===== src/rtl/train_sensor_sequencer.sv =====
// Tracks one train across N_SENSORS ordered track sensors, measures segment transit times,
// predicts the next one and flags overdue or out-of-order trains. Define TRAIN_BIDIR_EN for reverse runs and the dir output.
module train_sensor_sequencer #(
    parameter int N_SENSORS    = 6,
    parameter int TIME_W       = 19,
    parameter int DEFAULT_TIME = 5000,
    parameter int IDX_W        = 3
) (
    input  logic                 clk,
    input  logic                 rst,
    input  logic                 tick,
    input  logic [N_SENSORS-1:0] sensor,
    input  logic                 clear,
    output logic [IDX_W-1:0]     seg_idx,
    output logic                 train_present,
    output logic [TIME_W-1:0]    transit_time,
    output logic                 transit_valid,
    output logic [TIME_W-1:0]    predicted_time,
    output logic                 alarm,
`ifdef TRAIN_BIDIR_EN
    output logic                 dir,
`endif
    output logic                 fault
);

    typedef enum logic [1:0] {
        S_IDLE  = 2'd0,
        S_TRACK = 2'd1,
        S_ALARM = 2'd2
    } state_t;

    localparam logic [TIME_W-1:0]    DEF_T    = TIME_W'(DEFAULT_TIME);
    localparam logic [TIME_W-1:0]    T_MAX    = {TIME_W{1'b1}};
    localparam logic [TIME_W-1:0]    T_ZERO   = {TIME_W{1'b0}};
    localparam logic [TIME_W-1:0]    T_ONE    = {{(TIME_W-1){1'b0}}, 1'b1};
    localparam logic [IDX_W-1:0]     IDX_ZERO = {IDX_W{1'b0}};
    localparam logic [IDX_W-1:0]     IDX_ONE  = IDX_W'(1);
    localparam logic [IDX_W-1:0]     LAST_IDX = IDX_W'(N_SENSORS - 1);
    localparam logic [N_SENSORS-1:0] S_ZERO   = {N_SENSORS{1'b0}};
    localparam logic [N_SENSORS-1:0] S_ONE    = {{(N_SENSORS-1){1'b0}}, 1'b1};

    state_t               state_r;
    logic [N_SENSORS-1:0] sync1_r, sync2_r, sync3_r, evt_r;
    logic [TIME_W-1:0]    timer_r, last_transit_r;

    logic [IDX_W-1:0]     exp_idx_s;
    logic [N_SENSORS-1:0] exp_mask_s;
    logic                 exp_hit_s, other_hit_s, timeout_s, last_seg_s, start_fwd_s;
    logic [TIME_W-1:0]    measured_s, pred_next_s;
    logic [TIME_W:0]      pred_sum_s;
`ifdef TRAIN_BIDIR_EN
    logic                 start_rev_s;
`endif

    // Two-flop synchronizer followed by a registered rising-edge detector
    always_ff @(posedge clk or posedge rst) begin
        if (rst) begin
            sync1_r <= S_ZERO;
            sync2_r <= S_ZERO;
            sync3_r <= S_ZERO;
            evt_r   <= S_ZERO;
        end else begin
            sync1_r <= sensor;
            sync2_r <= sync1_r;
            sync3_r <= sync2_r;
            evt_r   <= sync2_r & ~sync3_r;
        end
    end

    // Expected-sensor decode, saturating measurement, prediction and timeout
    always_comb begin
`ifdef TRAIN_BIDIR_EN
        if (dir) begin
            exp_idx_s  = seg_idx - IDX_ONE;
            last_seg_s = (exp_idx_s == IDX_ZERO);
        end else begin
            exp_idx_s  = seg_idx + IDX_ONE;
            last_seg_s = (exp_idx_s == LAST_IDX);
        end
        start_fwd_s = evt_r[0] & ~evt_r[N_SENSORS-1];
        start_rev_s = evt_r[N_SENSORS-1] & ~evt_r[0];
`else
        exp_idx_s   = seg_idx + IDX_ONE;
        last_seg_s  = (exp_idx_s == LAST_IDX);
        start_fwd_s = evt_r[0];
`endif
        exp_mask_s  = S_ONE << exp_idx_s;
        exp_hit_s   = |(evt_r & exp_mask_s);
        other_hit_s = |(evt_r & ~exp_mask_s);
        if (tick && (timer_r != T_MAX)) begin
            measured_s = timer_r + T_ONE;
        end else begin
            measured_s = timer_r;
        end
        pred_sum_s  = {1'b0, last_transit_r} + {1'b0, measured_s};
        pred_next_s = TIME_W'(pred_sum_s >> 1);
        timeout_s   = {1'b0, timer_r} > {predicted_time, 1'b0};
    end

    // Sequencer FSM with registered outputs; fault hits outrank the expected hit, which outranks timeout
    always_ff @(posedge clk or posedge rst) begin
        if (rst) begin
            state_r        <= S_IDLE;
            seg_idx        <= IDX_ZERO;
            train_present  <= 1'b0;
            transit_time   <= T_ZERO;
            transit_valid  <= 1'b0;
            predicted_time <= DEF_T;
            alarm          <= 1'b0;
            fault          <= 1'b0;
            timer_r        <= T_ZERO;
            last_transit_r <= DEF_T;
`ifdef TRAIN_BIDIR_EN
            dir            <= 1'b0;
`endif
        end else begin
            transit_valid <= 1'b0;
            case (state_r)
                S_IDLE: begin
                    if (start_fwd_s) begin
                        state_r        <= S_TRACK;
                        seg_idx        <= IDX_ZERO;
                        timer_r        <= T_ZERO;
                        predicted_time <= DEF_T;
                        train_present  <= 1'b1;
`ifdef TRAIN_BIDIR_EN
                        dir            <= 1'b0;
                    end else if (start_rev_s) begin
                        state_r        <= S_TRACK;
                        seg_idx        <= LAST_IDX;
                        timer_r        <= T_ZERO;
                        predicted_time <= DEF_T;
                        train_present  <= 1'b1;
                        dir            <= 1'b1;
`endif
                    end
                end
                S_TRACK: begin
                    if (other_hit_s) begin
                        state_r       <= S_ALARM;
                        alarm         <= 1'b1;
                        fault         <= 1'b1;
                        train_present <= 1'b0;
                    end else if (exp_hit_s) begin
                        transit_time   <= measured_s;
                        transit_valid  <= 1'b1;
                        last_transit_r <= measured_s;
                        seg_idx        <= exp_idx_s;
                        timer_r        <= T_ZERO;
                        if (last_seg_s) begin
                            state_r       <= S_IDLE;
                            train_present <= 1'b0;
                        end else begin
                            predicted_time <= pred_next_s;
                        end
                    end else if (timeout_s) begin
                        state_r       <= S_ALARM;
                        alarm         <= 1'b1;
                        train_present <= 1'b0;
                    end else begin
                        timer_r <= measured_s;
                    end
                end
                S_ALARM: begin
                    if (clear) begin
                        state_r <= S_IDLE;
                        alarm   <= 1'b0;
                        fault   <= 1'b0;
                        seg_idx <= IDX_ZERO;
                    end
                end
                default: begin
                    state_r       <= S_IDLE;
                    alarm         <= 1'b0;
                    fault         <= 1'b0;
                    train_present <= 1'b0;
                end
            endcase
        end
    end

endmodule

===== config.mk =====
export PLATFORM = sky130hd
export DESIGN_NAME = train_sensor_sequencer
export DESIGN_NICKNAME = d
export VERILOG_FILES = /design/src/rtl/train_sensor_sequencer.sv
export SDC_FILE = /design/constraint.sdc
export NUM_CORES = 1
export LEC_CHECK = 0
export BUFFER_PORTS_ARGS = -buffer_cell sky130_fd_sc_hd__buf_4
export CAP_MARGIN = 20
export CORE_ASPECT_RATIO = 1.1
export CORE_MARGIN = 2
export CORE_UTILIZATION = 40
export DETAILED_ROUTE_END_ITERATION = 10
export PLACE_DENSITY = 0.7
export SYNTH_ARGS = -nofsm -noshare
export SYNTH_HDL_FRONTEND = slang
export SYNTH_SLANG_ARGS = --single-unit

===== constraint.sdc =====
create_clock -name clk -period 3.8 [get_ports clk]
set_input_delay 0.76 -clock clk [delete_from_list [all_inputs] [get_ports clk]]
set_output_delay 0.76 -clock clk [all_outputs]
set_load 0.05 [all_outputs]

# Yosys cells after proc, flatten, opt, wreduce, memory -nomap -nowiden
# Index checks and enable logic that the tools add are counted.
# word_totals
reg_bits	109
latchBits	0
mem_bits_rw	0
rom_bits	0
output_inout_bits	45
wordCells	95
mem_count	0
# classes
add_sub_neg	3
n_mul	0
div	0
n_lt_le_gt_ge	1
n_eq_ne	15
n_shift	1
mux	39
bitwise_logic	8
n_reduce_logical	14
# op_table
cell	count
19-bit 2-to-1 mux	9
19-bit case mux with 2 select lines	2
19-bit by 19-bit adder with 20-bit output	1
19-bit by 20-bit greater-than comparator with 1-bit output	1
19-bit by 1-bit adder with 19-bit output (second input constant)	1
19-bit inequality test (second input constant)	1
6-bit AND	3
4-bit AND reduction	4
1-bit 2-to-1 mux	13
2-bit 2-to-1 mux	6
3-bit 2-to-1 mux	4
2-bit inequality test (second input constant)	6
6-bit NOT	2
6-bit OR reduction	2
5-bit AND reduction	2
3-bit inequality test (second input constant)	3
1-bit case mux with 3 select lines	3
3-bit case mux with 3 select lines	1
4-bit inequality test (second input constant)	2
2-bit case mux with 3 select lines	1
3-bit AND reduction	2
1-bit by 3-bit << shifter with 6-bit output (first input constant)	1
3-bit by 1-bit adder with 3-bit output (second input constant)	1
3-bit == test (second input constant)	1
7 further kinds	9

# Logic depth before layout (Yosys ltp)
# depth
word_depth	8
ltp_mapped	18
ltp_nobuf	17

# Worst setup path before layout
# Ideal clock, no wire load.
# synth_path
path_kind	register to register
start	register timer_r[0]
end	register predicted_time[12]
setup_time_ps	68
t_arrival_ps	3443
setup_slack_ps	289
path_stages_with_launch	17
path_buffers	0
cell_sequence	dfrtp_1 > ha_1 > and4_1 > nand4_4 > o21ai_4 > nor2_1 > nand2_1 > xor2_1 > inv_1 > ha_1 > a211oi_1 > o21ai_0 > a221oi_2 > o31ai_4 > a221oi_2 > xnor2_2 > a2bb2oi_2
# synth_via
elab_chain_len	8
# synth_lines
item	line_no	source
start: declaration	44	logic [TIME_W-1:0] timer_r, last_transit_r;
start signal: assignment	161	timer_r <= measured_s;
parallel branches: the longest is 2 deep, another holds 19-bit by 1-bit adder with 19-bit output	n/a	
19-bit 2-to-1 mux (*)	90	if (tick && (timer_r != T_MAX)) begin
via measured_s[4]	49	logic [TIME_W-1:0] measured_s, pred_next_s;
19-bit by 19-bit adder with 20-bit output (*)	95	pred_sum_s = {1'b0, last_transit_r} + {1'b0, measured_s};
19-bit 2-to-1 mux (*)	150	if (last_seg_s) begin
19-bit 2-to-1 mux (*)	144	end else if (exp_hit_s) begin
19-bit 2-to-1 mux (*)	139	if (other_hit_s) begin
19-bit case mux with 2 select lines (*)	118	case (state_r)
end signal: assignment	154	predicted_time <= pred_next_s;
end: declaration	18	output logic [TIME_W-1:0] predicted_time,
# Mark *: on every way through the listed nets, which the timed path passes. The select of a mux whose other input is x is not followed.
# A chain may end at the register's enable or synchronous reset.

# Worst setup path in the final report
# layout_path
start	register timer_r[1]
end	register predicted_time[16]
# Same word-level chain as after synthesis.

==> flow_results.xml <==
<?xml version="1.0" encoding="UTF-8"?>
<metrics>
  <group name="yosys">
    <metric name="synth_nets" unit="">637</metric>
    <metric name="post_synth_instance_area" unit="sq um">5590</metric>
    <metric name="synth.distinct_cells" unit="">70</metric>
    <metric name="syn_avg_cell_area" unit="sq um">9.61</metric>
    <metric name="ys.warnings.count" unit="">0</metric>
    <metric name="ys_async_sr_fraction" unit="%">100</metric>
    <metric name="synth.ff_latch_count" unit="">95</metric>
    <metric name="ys.flop_type" unit="">dfrtp_1</metric>
    <metric name="synth_instances" unit="">581</metric>
    <metric name="top_cells_by_area_synth" unit="">dfrtp_1, ha_1, dfstp_2</metric>
    <metric name="synth.top_cell.area_share" unit="%">38.1</metric>
    <metric name="synth_enable_flop_cells" unit="">0</metric>
    <metric name="synth.largest_area_cell" unit="">dfrtp_1</metric>
    <metric name="yosysSeqAreaShare" unit="%">42.8</metric>
  </group>
  <group name="pwr">
    <metric name="ir_drop" unit="mV">0.486</metric>
    <metric name="design_power_total" unit="uW">3950</metric>
    <metric name="gate_power_share" unit="%">42.6</metric>
    <metric name="sequential_group_share_of_total_power" unit="%">34.2</metric>
    <metric name="switching_share" unit="%">42.6</metric>
    <metric name="switching_power" unit="uW">1680</metric>
    <metric name="p_leak" unit="uW">0.00347</metric>
    <metric name="power_density" unit="nW/um^2">558</metric>
    <metric name="cellInternalPower" unit="uW">2270</metric>
    <metric name="clock_network_fraction_of_design_power" unit="%">23.2</metric>
  </group>
  <group name="setup_path">
    <metric name="critical_path_arrival" unit="ns">3.89</metric>
    <metric name="critical-path-max-stage-delay" unit="ns">0.38</metric>
    <metric name="critical_path.max_fanout" unit="">4</metric>
    <metric name="crit_path_end_kind" unit="">register</metric>
    <metric name="startpoint_type" unit="">register</metric>
    <metric name="worstPathRequired" unit="ns">4.02</metric>
    <metric name="reg2reg_setup_slack" unit="ns">0.13</metric>
    <metric name="critPathKind" unit="">register to register</metric>
    <metric name="critical_path.cell_chain" unit="">ha_2 &gt; and4_4 &gt; nand4_4 &gt; o21ai_4 &gt; buf_6 &gt; nor2_4 &gt; nand2_1 &gt; xor2_1 &gt; inv_1 &gt; ha_4 &gt; and4_4 &gt; and3_1 &gt; a221oi_2 &gt; buf_4 &gt; o31a_1 &gt; nand4_1 &gt; o211ai_1 &gt; xor2_1 &gt; o22ai_1</metric>
    <metric name="cp_slowest_cell" unit="">dfrtp_1</metric>
  </group>
  <group name="timing">
    <metric name="period_needed" unit="ns">3.67</metric>
    <metric name="setup_violations" unit="">0</metric>
    <metric name="final.setup.worst_slack" unit="ns">0.133</metric>
    <metric name="fin_worst_skew" unit="ns">0.0117</metric>
    <metric name="hold_ws" unit="ns">0.353</metric>
    <metric name="final_max_slew_viol_count" unit="">0</metric>
    <metric name="timing.max_slew.rel_slack" unit="%">53.0</metric>
    <metric name="fmax" unit="MHz">273</metric>
    <metric name="layout_worst_path_cycle_share" unit="%">96.5</metric>
    <metric name="timing_worst_slew_pin_value" unit="ns">0.698</metric>
    <metric name="finalHoldViolCount" unit="">0</metric>
  </group>
  <group name="placed_design">
    <metric name="detailedPlacementHpwl" unit="mm">11.3</metric>
    <metric name="dpl.cell_count" unit="">849</metric>
    <metric name="post_dp_cell_area" unit="sq um">6470</metric>
    <metric name="minimum_setup_slack_after_placement" unit="ns">-0.0772</metric>
    <metric name="count_of_input_and_output_buffers" unit="">54</metric>
    <metric name="gp_routability_congestion" unit="">0.956</metric>
  </group>
  <group name="finish">
    <metric name="final_common_cell" unit="">buf_4</metric>
    <metric name="count_of_inserted_antenna_diode_cells" unit="">0</metric>
    <metric name="num-nets-final" unit="">737</metric>
    <metric name="final_area" unit="sq um">7080</metric>
    <metric name="layout_common_cells" unit="">buf_4, dfrtp_1, nand2_1, inv_1, ha_1</metric>
    <metric name="drive_above_1_share" unit="%">28.7</metric>
    <metric name="areaGrowthSynthToFinish" unit="%">26.7</metric>
    <metric name="finish.cell_count_without_fillers" unit="">874</metric>
  </group>
  <group name="cts">
    <metric name="path_clk_slew" unit="ns">0.07</metric>
    <metric name="cts.htree.levels" unit="">3</metric>
    <metric name="number_of_buffers_created_by_cts" unit="">9</metric>
    <metric name="clkLatencyLatePin" unit="ns">0.36</metric>
    <metric name="cts_hold_repair.buffers" unit="">0</metric>
    <metric name="clock_root_buffer_master" unit="">clkbuf_16</metric>
    <metric name="clock_path_buffers" unit="">2</metric>
    <metric name="clock_sinks" unit="">95</metric>
    <metric name="cts_tree" unit="">yes</metric>
  </group>
  <group name="global_route">
    <metric name="first_global_vias" unit="">4659</metric>
    <metric name="grt.total_usage" unit="%">20.5</metric>
    <metric name="globalRoute.totalOverflow" unit="">0</metric>
    <metric name="grt_first_pass_wirelength" unit="mm">23.4</metric>
    <metric name="grt_max_degree" unit="">45</metric>
    <metric name="antenna_found_initial" unit="">0</metric>
  </group>
  <group name="die">
    <metric name="die_area" unit="sq um">14900</metric>
    <metric name="core_region_area" unit="sq um">13700</metric>
    <metric name="ioPinCount" unit="">55</metric>
    <metric name="effective_utilization_at_floorplan" unit="%">40.7</metric>
    <metric name="dieHeight" unit="um">128</metric>
    <metric name="rows" unit="">45</metric>
    <metric name="die_width" unit="um">117</metric>
  </group>
  <group name="hold_path">
    <metric name="timing.hold.worst.class" unit="">register to register</metric>
  </group>
  <group name="flow_run">
    <metric name="drv_cap" unit="">0</metric>
  </group>
  <group name="drt">
    <metric name="drc" unit="">0</metric>
    <metric name="max_used_layer" unit="">met4</metric>
    <metric name="drt-total-wl" unit="mm">14.9</metric>
    <metric name="drt-initial-drc-count" unit="">287</metric>
    <metric name="met3WireLength" unit="um">579</metric>
    <metric name="wl_met2" unit="mm">7.51</metric>
    <metric name="drt.antenna.violating_nets" unit="">0</metric>
    <metric name="firstDrtPassIters" unit="">6</metric>
    <metric name="m1WireLength" unit="mm">6.52</metric>
    <metric name="route.vias.total" unit="">4705</metric>
    <metric name="via_per_inst" unit="">5.38</metric>
    <metric name="routedWlPerCell" unit="um">17.1</metric>
  </group>
  <group name="run_status">
    <metric name="run_status" unit="">completed</metric>
  </group>
</metrics>
## Yosys cell counts, drive strengths merged, types with 2 or more instances
master and count:
dfrtp 85, nand2 60, inv 48, ha 45, nor2 37, o21ai 37, a21oi 23, buf 23
o31ai 22, xnor2 19, xor2 13, nand3 12, o22ai 12, a21o 11, nor2b 11, o21a 11
dfstp 10, nand4 10, a31oi 9, clkbuf 9, nor3 8, and3 6, and2 5, and4 4
nand2b 4, o211ai 4, or2 4, mux2i 3, or3 3, a211o 2, a211oi 2, a221oi 2
a22oi 2, a2bb2oi 2, a41o 2, nor3b 2, nor4 2
## flip-flops by register name (all words and copies together), names as in the netlist, 2 cells and up
signal,flops
evt_r,6
sync3_r,6
last_transit_r,5
predicted_time,19
sync2_r,6
seg_idx,3
sync1_r,6
transit_time,19
timer_r,19
state_r,2
## area by class of cell
type	count	area, sq um
multi-input combinational	406	3050
inverter	48	185
tap	188	235
clock buffer	9	225
timing repair buffer	121	920
sequential	95	2390
fill	1260	6660
clock inverter	7	75.1
## metal layers
metal  track usage [%]  vias to the layer above
met4              7.47                        0
met5                 0                        -
met2              35.1                      120
li1                  -                     2238
met1              26.1                     2317
met3              3.40                       30
## worst paths after layout
| path | from | to | depth (start not counted) |
|---|---|---|---|
| min in group asynchronous | rst | sync3_r[3] | 2 |
| worst max-delay path | timer_r[1] | predicted_time[16] | 19 |
| max in group asynchronous | rst | predicted_time[9] | 3 |
| worst min register to register | sync1_r[1] | sync2_r[1] | 0 |
| worst min-delay path | sync1_r[1] | sync2_r[1] | 0 |
| worst max register to register | timer_r[1] | predicted_time[16] | 19 |
## logic make-up (layout without fill, tap and decap cells)
| family | Yosys count | count (layout) | synth area share [%] |
|---|---|---|---|
| compound gates | 152 | 152 | 18.7 |
| xor+xnor | 32 | 32 | 5.29 |
| fa+ha+maj | 46 | 46 | 10.4 |
| buf+inv | 80 | 185 | 6.72 |
| flops | 95 | 95 | 42.8 |
| mux | 4 | 4 | 0.739 |
| simple gates | 172 | 172 | 15.4 |
## per-stage QoR
stage	setup TNS (ns)	utilization [%]
global placement	0	47.1
detailed placement	-0.0772	47.1
floorplan	0	-
finish	0	51.5
global route	-0.0587	51.5
CTS	0	49.4
## worst max-delay path, delay by kind of cell, from the launching register on
family,cells,cell delay [ns]
and+or+nand+nor,7,0.95
AOI/OAI and AO/OA,5,0.87
adders and majority gates,2,0.52
xor gates and xnor gates,2,0.42
buffers and inverters,3,0.40
DFF,1,0.38
## power groups by stage
stage                     clock network [uW]  logic, uW  registers (uW)
final                                    915       1680            1350
after global routing                     965       1810            1370
after CTS                                931       1600            1350
after detailed placement                   0       1580            1360
after global placement                     0       1570            1360
after floorplan                            0        982            1520
## what timing repair did
item | in CTS | in global routing
endpoints found under the setup margin | 2 | 9
pin swaps | 0 | 19
setup buffers | 0 | 9
resized for setup | 2 | 43
Note: power is estimated with default switching activity, not from simulation.
